### src/rtl/alu_pkg.sv
// Shared widths, opcode encodings and opcode type for the execute-stage ALU.
// Flag logic in the top is enabled by defining ALU_FLAGS_EN.
package alu_pkg;

  localparam int WORDSIZE  = 32;
  localparam int IMMSIZE   = 20;
  localparam int OPSIZE    = 4;
  localparam int SIU_SHIFT = WORDSIZE - IMMSIZE;

  typedef logic [OPSIZE-1:0] opcode_t;

  localparam opcode_t NOP = 4'd0;
  localparam opcode_t ADD = 4'd1;
  localparam opcode_t SUB = 4'd2;
  localparam opcode_t SLL = 4'd3;
  localparam opcode_t SRL = 4'd4;
  localparam opcode_t SRA = 4'd5;
  localparam opcode_t SLU = 4'd6;
  localparam opcode_t SLT = 4'd7;
  localparam opcode_t OR  = 4'd8;
  localparam opcode_t AND = 4'd9;
  localparam opcode_t XOR = 4'd10;
  localparam opcode_t SIU = 4'd11;

endpackage

### src/rtl/alu_shifter.sv
// Combinational barrel shifter for SLL/SRL/SRA and the fixed upper-immediate shift.
// Non-shift opcodes produce zero; the top selects this result only for shift ops.
module alu_shifter
  import alu_pkg::*;
(
  input  logic [WORDSIZE-1:0] a,
  input  logic [4:0]          shamt,
  input  opcode_t             op,
  output logic [WORDSIZE-1:0] result
);

  always_comb begin
    result = '0;
    case (op)
      SLL:     result = a << shamt;
      SRL:     result = a >> shamt;
      SRA:     result = $signed(a) >>> shamt;
      SIU:     result = a << SIU_SHIFT;
      default: result = '0;
    endcase
  end

endmodule

### src/rtl/alu.sv
// Single-stage registered 32-bit ALU with optional C/V/Z/N flags.
// Define ALU_FLAGS_EN to build the flag logic; otherwise the flags are tied low.
module alu
  import alu_pkg::*;
(
  input  logic                clk,
  input  logic                rst,
  input  logic [WORDSIZE-1:0] A,
  input  logic [WORDSIZE-1:0] B,
  input  opcode_t             OP,
  output logic [WORDSIZE-1:0] OUT,
  output logic                C,
  output logic                V,
  output logic                Z,
  output logic                N
);

  logic [WORDSIZE-1:0] add_sum;
  logic [WORDSIZE-1:0] sub_diff;
  logic [WORDSIZE-1:0] shift_res;
  logic [WORDSIZE-1:0] res;

  assign add_sum  = A + B;
  assign sub_diff = A - B;

  alu_shifter u_shifter (
    .a      (A),
    .shamt  (B[4:0]),
    .op     (OP),
    .result (shift_res)
  );

  always_comb begin
    res = '0;
    case (OP)
      ADD:                res = add_sum;
      SUB:                res = sub_diff;
      SLL, SRL, SRA, SIU: res = shift_res;
      SLU:                res = WORDSIZE'(A < B);
      SLT:                res = WORDSIZE'($signed(A) < $signed(B));
      OR:                 res = A | B;
      AND:                res = A & B;
      XOR:                res = A ^ B;
      default:            res = '0;
    endcase
  end

  always_ff @(posedge clk) begin
    if (rst) OUT <= '0;
    else     OUT <= res;
  end

`ifdef ALU_FLAGS_EN
  logic a_msb, b_msb;
  logic carry_next, ovf_next;
  logic c_q, v_q, z_q, n_q;

  assign a_msb = A[WORDSIZE-1];
  assign b_msb = B[WORDSIZE-1];

  // Carry out of bit 31 recovered from operand and result MSBs; SUB adds ~B + 1.
  always_comb begin
    carry_next = 1'b0;
    ovf_next   = 1'b0;
    case (OP)
      ADD: begin
        carry_next = (a_msb & b_msb) | ((a_msb | b_msb) & ~add_sum[WORDSIZE-1]);
        ovf_next   = (a_msb == b_msb) && (add_sum[WORDSIZE-1] != a_msb);
      end
      SUB: begin
        carry_next = (a_msb & ~b_msb) | ((a_msb | ~b_msb) & ~sub_diff[WORDSIZE-1]);
        ovf_next   = (a_msb != b_msb) && (sub_diff[WORDSIZE-1] != a_msb);
      end
      default: begin
        carry_next = 1'b0;
        ovf_next   = 1'b0;
      end
    endcase
  end

  always_ff @(posedge clk) begin
    if (rst) begin
      c_q <= 1'b0;
      v_q <= 1'b0;
      z_q <= 1'b1;
      n_q <= 1'b0;
    end else begin
      c_q <= carry_next;
      v_q <= ovf_next;
      z_q <= (res == '0);
      n_q <= res[WORDSIZE-1];
    end
  end

  assign C = c_q;
  assign V = v_q;
  assign Z = z_q;
  assign N = n_q;
`else
  assign C = 1'b0;
  assign V = 1'b0;
  assign Z = 1'b0;
  assign N = 1'b0;
`endif

endmodule

### config.mk
export PLATFORM = sky130hd
export DESIGN_NAME = alu
export DESIGN_NICKNAME = d
export VERILOG_FILES = /design/src/rtl/alu_pkg.sv /design/src/rtl/alu_shifter.sv /design/src/rtl/alu.sv
export SDC_FILE = /design/constraint.sdc
export NUM_CORES = 1
export LEC_CHECK = 0
export ABC_AREA = 1
export CAP_MARGIN = 10
export CORE_MARGIN = 2
export CORE_UTILIZATION = 35
export CTS_CLUSTER_SIZE = 30
export DETAILED_ROUTE_END_ITERATION = 12
export PLACE_DENSITY = 0.59
export SLEW_MARGIN = 20
export SYNTH_ARGS = -nofsm -noshare
export SYNTH_HDL_FRONTEND = slang
export SYNTH_SLANG_ARGS = --single-unit
### constraint.sdc
create_clock -name clk -period 2.92 [get_ports clk]
set_input_delay 0.584 -clock clk [delete_from_list [all_inputs] [get_ports clk]]
set_output_delay 0.584 -clock clk [all_outputs]
set_load 0.005 [all_outputs]
==> out/qor.csv, run 1 <==
stage;metric;value;unit
clock_network;cts-root-buf;clkbuf_16;
logic_synthesis;synth.top_cell.area_share;24.94;%
timing;holdWs;0.8463;ns
grt;track_usage;35.23;%
clock_network;clk_pin_slew;0.07;ns
worst_setup_path;crit_top_cell;nand2_1;
logic_synthesis;synthSimpleGateAreaFrac;52.13;%
cells_and_area;drive_gt1_share;19.12;%
logic_synthesis;synth_common_cells;nand2_1 (727), nand3_1 (375), inv_1 (287);
cells_and_area;top_register;OUT;
logic_synthesis;ys.flop_type;dfxtp_1;
timing;rsz0062_at_grt;no;
route;routed_via_density;5.476;
route;drc;0;
floorplan;initial_core_util;35.68;%
logic_synthesis;synth_xor_area_share;0.08005;%
clock_network;cts_tree;done;
timing;period_needed;2.848;ns
route;wirelength;60150;um
timing;max_freq;0.3511;GHz
floorplan;die-area;32690;um^2
grt;grt_max_degree;70;
timing;period_share;97.53;%
logic_synthesis;yosysTopAreaCell;nand2_1;
floorplan;die_h;180.8;um
worst_setup_path;cpPeakStageDelay;0.51;ns
route;first_pass_iters;5;
timing;worst_slew_margin_rel;56.01;%
logic_synthesis;synthMuxAreaShare;0.09148;%
grt;grt_pass1_wl;87940;um
place;gp_congestion;1.048;
worst_setup_path;critPathLaunchType;input pin;
worst_setup_path;path_class;input pin to register;
logic_synthesis;synth_seq_cells;32;
cells_and_area;fillers;3327;
cells_and_area;utilization;50.64;%
timing;finalSetupViolCount;0;
clock_network;max-clock-path-buffers;2;
grt;grt_pass1_vias;15300;
logic_synthesis;synth.most_common_cell;nand2_1;
cells_and_area;nets;2756;
worst_setup_path;cpMaxStageDelayCell;clkdlybuf4s50_1;
worst_setup_path;crit_path_max_fanout;4;
logic_synthesis;synth_top_family_by_area;simple AND/OR/NAND/NOR gates;
timing;drv_slew;0;
logic_synthesis;syn_area;10940;um^2
logic_synthesis;avgSynthCellArea;5.017;um^2
worst_setup_path;arrival;3.02;ns
cells_and_area;antennaDiodeCount;0;
floorplan;die_w;180.8;um
cells_and_area;reg_top3;OUT: 32 flops;
worst_setup_path;endpoint_kind;register;
cells_and_area;multi_input_area;9031;um^2
clock_network;clkSinkCount;32;
worst_setup_path;path_cells;clkdlybuf4s50_1 -> inv_2 -> ha_4 -> buf_4 -> buf_4 -> nand2_1 -> nand2_1 -> a21oi_2 -> o21ai_2 -> a21oi_1 -> nand3_1 -> nand3_1 -> nand2_1 -> nor2_1 -> nor2_1;
cells_and_area;largest_register_ffs;32;
logic_synthesis;synth_enable_flop_cells;0;
logic_synthesis;synth_fa_ha_area_share;12.49;%
route;drt_iter0_markers;1918;
run_status;status;completed;
logic_synthesis;yosysWarnings;0;
route;wl_per_cell;20.22;um
grt;gr-total-overflow;0;
route;ant_nets;0;
power_and_ir_drop;peakVddDrop;0.0002229;V
logic_synthesis;synth_compound_area_share;14.40;%
grt;antenna_found_initial;0;
logic_synthesis;seq_area_frac_synth;5.855;%
floorplan;core_area;30670;um^2
place;place_hpwl;50490;um
logic_synthesis;async_reset_ff_share;0;%
floorplan;row_count;64;
clock_network;cts_made_buffers;5;
job;cap_violations;0;
power_and_ir_drop;total_leakage_power;8.531;nW
route;vias;16290;
hold_path;hold_path_class;input pin to register;
logic_synthesis;ys_types;40;
cells_and_area;regArea;640.6;um^2
floorplan;io_pins;106;
clock_network;htreeDepth;2;
place;dp_slack;-0.5030;ns
timing;worst_pin_slew;0.6599;ns
logic_synthesis;synth.area.top_cells;nand2_1 (25%), nand3_1 (17%), ha_1 (12%);
power_and_ir_drop;p_per_area;254.8;nW/um^2
timing;hold_viol;0;
clock_network;cts-hold-fix-buffers;0;
cells_and_area;synthToLayoutAreaGrowth;41.94;%
timing;fin_ws;0.07205;ns
worst_setup_path;required;3.10;ns
logic_synthesis;syn-instance-count;2181;
place;port_buffers;101;
==> kinds of logic (layout without fill, tap and decap cells) <==
family / after synthesis / count (layout)
multiplexers: 1 / 1
AO/OA/AOI/OAI: 288 / 288
XOR/XNOR: 1 / 1
adder cells (fa/ha/maj): 108 / 108
other: 1 / 4
flip-flops: 32 / 32
AND/OR/NAND/NOR: 1350 / 1350
buffers and inverters: 400 / 795
==> metrics by stage <==
stage | total power, mW | TNS, ns | std cells | area (um^2)
2_1_floorplan | 1.737 | 0 | 2184 | 10950
3_3_place_gp | 3.041 | -7.137 | 2962 | 14920
3_5_place_dp | 3.054 | -7.644 | 2962 | 14920
4_1_cts | 3.802 | -0.01431 | 2970 | 15180
5_1_grt | 4.161 | 0 | 2975 | 15530
6_report | 3.957 | 0 | 2975 | 15530
==> path summary, 6_finish.rpt <==
path,start,to,slack [ns],cells after the start
min,A[0],OUT[12],0.85,6
max,A[13],OUT[28],0.07,15
==> cells in the final DEF (no fill, tap or decap), types with 4 or more instances in the layout <==
cell type          n
a21oi_1          111
a21oi_2            6
a31oi_1            9
and2_1            10
and3_1             4
buf_12            11
buf_4            374
clkbuf_16          6
clkdlybuf4s50_1   94
conb_1             4
dfxtp_1           32
ha_1              86
ha_2              10
ha_4              10
inv_1            281
inv_2             18
nand2_1          717
nand2_2           10
nand3_1          365
nand3_2            7
nand4_1           25
nor2_1           169
nor2_2            21
nor2_4             4
nor3_1             8
o211ai_1          17
o21ai_0           87
o21ai_1           13
o21bai_1           9
o22ai_1           28
==> routing by layer <==
metal / track usage, % / routed length [um] / up-vias
li1: - / - / 7826
met1: 46.13 / 25270 / 7536
met2: 58.27 / 27270 / 794
met3: 4.112 / 4890 / 134
met4: 15.00 / 2721 / 0
met5: 0 / 0 / -
==> worst max-delay path, delay by kind of cell <==
kind	cells	cell delay, ns
compound gates	3	0.58
fa+ha+maj	1	0.28
buf+inv	4	0.89
simple gates	7	0.67
==> final cells by class <==
class	instances	area share, %
multi-input cells	1752	58.15
flip-flops and latches	32	4.125
clock inverters	1	0.1933
clock buffers	7	0.9828
well taps	396	3.190
repair buffers	487	26.11
inverters	300	7.250
==> what timing repair did <==
action                                  4_1_cts  5_1_grt
pin swaps                                     1        8
gates resized for setup                      16       86
cloned                                        0        1
endpoints found under the setup margin        8       26
buffers inserted                              0        4
==> where the power goes <==
| group | switching [mW] | internal [mW] | total, mW |
|---|---|---|---|
| combinational | 1.60 | 1.12 | 2.72 |
| clock | 0.291 | 0.453 | 0.744 |
| sequential | 0.0244 | 0.470 | 0.494 |
(Power assumes the default switching activity.)
==> run 2: changes to the inputs <==
--- a/config.mk
+++ b/config.mk
@@ -7,7 +7,6 @@
 export LEC_CHECK = 0
 export ABC_AREA = 1
 export CAP_MARGIN = 10
-export CORE_MARGIN = 2
 export CORE_UTILIZATION = 35
 export CTS_CLUSTER_SIZE = 30
 export DETAILED_ROUTE_END_ITERATION = 12
==> run 2 against run 1 <==
  * Core utilization up 0.64 points
  * Power down 2.3%
  * Hold slack better by 0.11 ns
  * Worst setup slack worse by 0.052 ns
  * Die area down 2.2%
  * Design area up 1.3%
  * Sequential cell count unchanged
  * Via count up 1.5%
  * Wire length up 6.2%
  * Largest power group unchanged
  * Combinational power up 3%
  * First-iteration DRC count down 14%
  * Clock power down 21%
==> out/qor.csv, run 2 (synthesis gave the netlist of run 1 again) <==
stage;metric;value;unit
route;ant_nets;0;
power_and_ir_drop;switching_share;50.13;%
worst_setup_path;cp-endpoint;OUT[0];
route;first_pass_iters;6;
place;gp_congestion;1.058;
worst_setup_path;endpoint_kind;register;
place;dpl.cell_count;2998;
power_and_ir_drop;total_power;3.867;mW
place;place_hpwl;53590;um
worst_setup_path;crit_path_max_fanout;4;
timing;finalSetupViolCount;0;
floorplan;die-area;31970;um^2
route;vias;16530;
power_and_ir_drop;p_comb_share;72.1;%
hold_path;hold_path_class;input pin to register;
power_and_ir_drop;peakVddDrop;0.0001841;V
timing;holdWs;0.9582;ns
grt;grt_pass1_wl;90480;um
power_and_ir_drop;clockPowerShare;15.2;%
worst_setup_path;cpPeakStageDelay;0.54;ns
timing;period_needed;2.900;ns
power_and_ir_drop;p_per_area;245.9;nW/um^2
floorplan;row_count;64;
worst_setup_path;required;3.10;ns
grt;gr-total-overflow;0;
timing;drv_slew;0;
worst_setup_path;path_cells;clkdlybuf4s50_1 -> inv_1 -> ha_1 -> inv_1 -> buf_4 -> a21oi_1 -> o21ai_1 -> a21o_1 -> a21oi_1 -> nand3_1 -> nand3_1 -> a21oi_1;
clock_network;clkSinkCount;32;
power_and_ir_drop;p_int;1.929;mW
clock_network;cts_made_buffers;5;
route;routed_via_density;5.494;
timing;max_freq;0.3449;GHz
power_and_ir_drop;p_sw;1.938;mW
cells_and_area;top_register;OUT;
worst_setup_path;crit_top_cell;a21oi_1;
hold_path;whs_path_depth;6;
clock_network;htreeDepth;2;
route;wirelength;63870;um
worst_setup_path;cp_num_buf_inv;4;
clock_network;clk_pin_slew;0.06;ns
route;wl_per_cell;21.23;um
power_and_ir_drop;total_leakage_power;8.662;nW
floorplan;io_pins;106;
worst_setup_path;critPathTopFamily;buffers and inverters;
timing;period_share;99.31;%
cells_and_area;reg_top3;OUT: 32 flops;
cells_and_area;layout_common_cells;nand2_1 (716), buf_4 (409), nand3_1 (362);
worst_setup_path;crit_start;A[21];
route;drc;0;
floorplan;die_h;178.8;um
cells_and_area;synthToLayoutAreaGrowth;43.74;%
worst_setup_path;critPathLaunchType;input pin;
clock_network;cts_tree;done;
worst_setup_path;path_depth;12;
timing;worst_slew_margin_rel;63.06;%
floorplan;die_w;178.8;um
worst_setup_path;arrival;3.08;ns
cells_and_area;drive_gt1_share;20.82;%
clock_network;max-clock-path-buffers;2;
timing;hold_viol;0;
clock_network;cts-root-buf;clkbuf_16;
route;drt_iter0_markers;1646;
worst_setup_path;path_class;input pin to register;
grt;antenna_found_initial;1;
power_and_ir_drop;p_seq_share;12.8;%
floorplan;core_area;30670;um^2
grt;grt_max_degree;69;
timing;worst_pin_slew;0.5542;ns
cells_and_area;largest_register_ffs;32;
grt;grt_pass1_vias;15100;
cells_and_area;antennaDiodeCount;0;
timing;setup_tns;0;ns
cells_and_area;nets;2790;
run_status;status;completed;
cells_and_area;post_layout_nonfiller_instances;3009;
grt;track_usage;38.98;%
cells_and_area;mostFrequentLayoutCell;nand2_1;
place;port_buffers;101;
worst_setup_path;cpMaxStageDelayCell;clkdlybuf4s50_1;
floorplan;initial_core_util;35.68;%
job;cap_violations;0;
run 2: cell types whose count changed in the layout (fill, tap and decap cells not counted), sizes merged:
cell / previous run / this run
clkbuf: 8 / 5
buf: 388 / 423
dlymetal6s2s: 3 / 2
dlygate4sd2: 1 / 2
clkinv: 1 / 4
bufinv: 1 / 0
run 2: final cells by class:
cell class | count | area, um^2
timing repair buffer | 521 | 4289
tap | 396 | 495.5
multi-input combinational | 1752 | 9030
inverter | 300 | 1129
sequential | 32 | 640.6
clock buffer | 5 | 125.1
fill | 3389 | 14940
clock inverter | 3 | 18.77
run 2: per-stage QoR:
step           utilization [%]  setup WS [ns]  cell area (um^2)
6_report                 51.28        0.02022             15730
5_1_grt                  51.28      -0.006418             15730
4_1_cts                  50.20       0.003553             15390
3_5_place_dp             49.58        -0.4991             15210
3_3_place_gp             49.58        -0.4925             15210
2_1_floorplan                -         0.1904             10950
run 2: repair_timing:
item,CTS,global route
pin swaps,1,8
setup endpoints to repair,14,25
setup buffers,1,2
hold buffers,0,0
resized for setup,14,98
run 2: worst min path at each step:
stage	startpoint	slack [ns]	to
finish	A[0]	0.96	OUT[12]
floorplan	A[0]	0.79	OUT[12]
detailed placement	OUT[9]	1.29	OUT[9]
CTS	A[0]	0.97	OUT[12]
global route	A[0]	1.02	OUT[12]
global placement	OUT[11]	1.29	OUT[11]
run 2: metal layers:
layer	up-vias	share of wire [%]	track usage (%)
met2	793	45	64.72
met4	0	4.2	15.93
met1	7735	42	50.33
li1	7880	-	-
met5	-	0	0
met3	122	7.8	5.259
run 2: power by group through the flow:
stage	clock, mW	combinational (mW)	sequential [mW]
2_1_floorplan	0	1.25	0.492
3_3_place_gp	0	2.61	0.502
3_5_place_dp	0	2.62	0.502
4_1_cts	0.590	2.64	0.492
5_1_grt	0.598	2.98	0.493
6_report	0.586	2.79	0.493
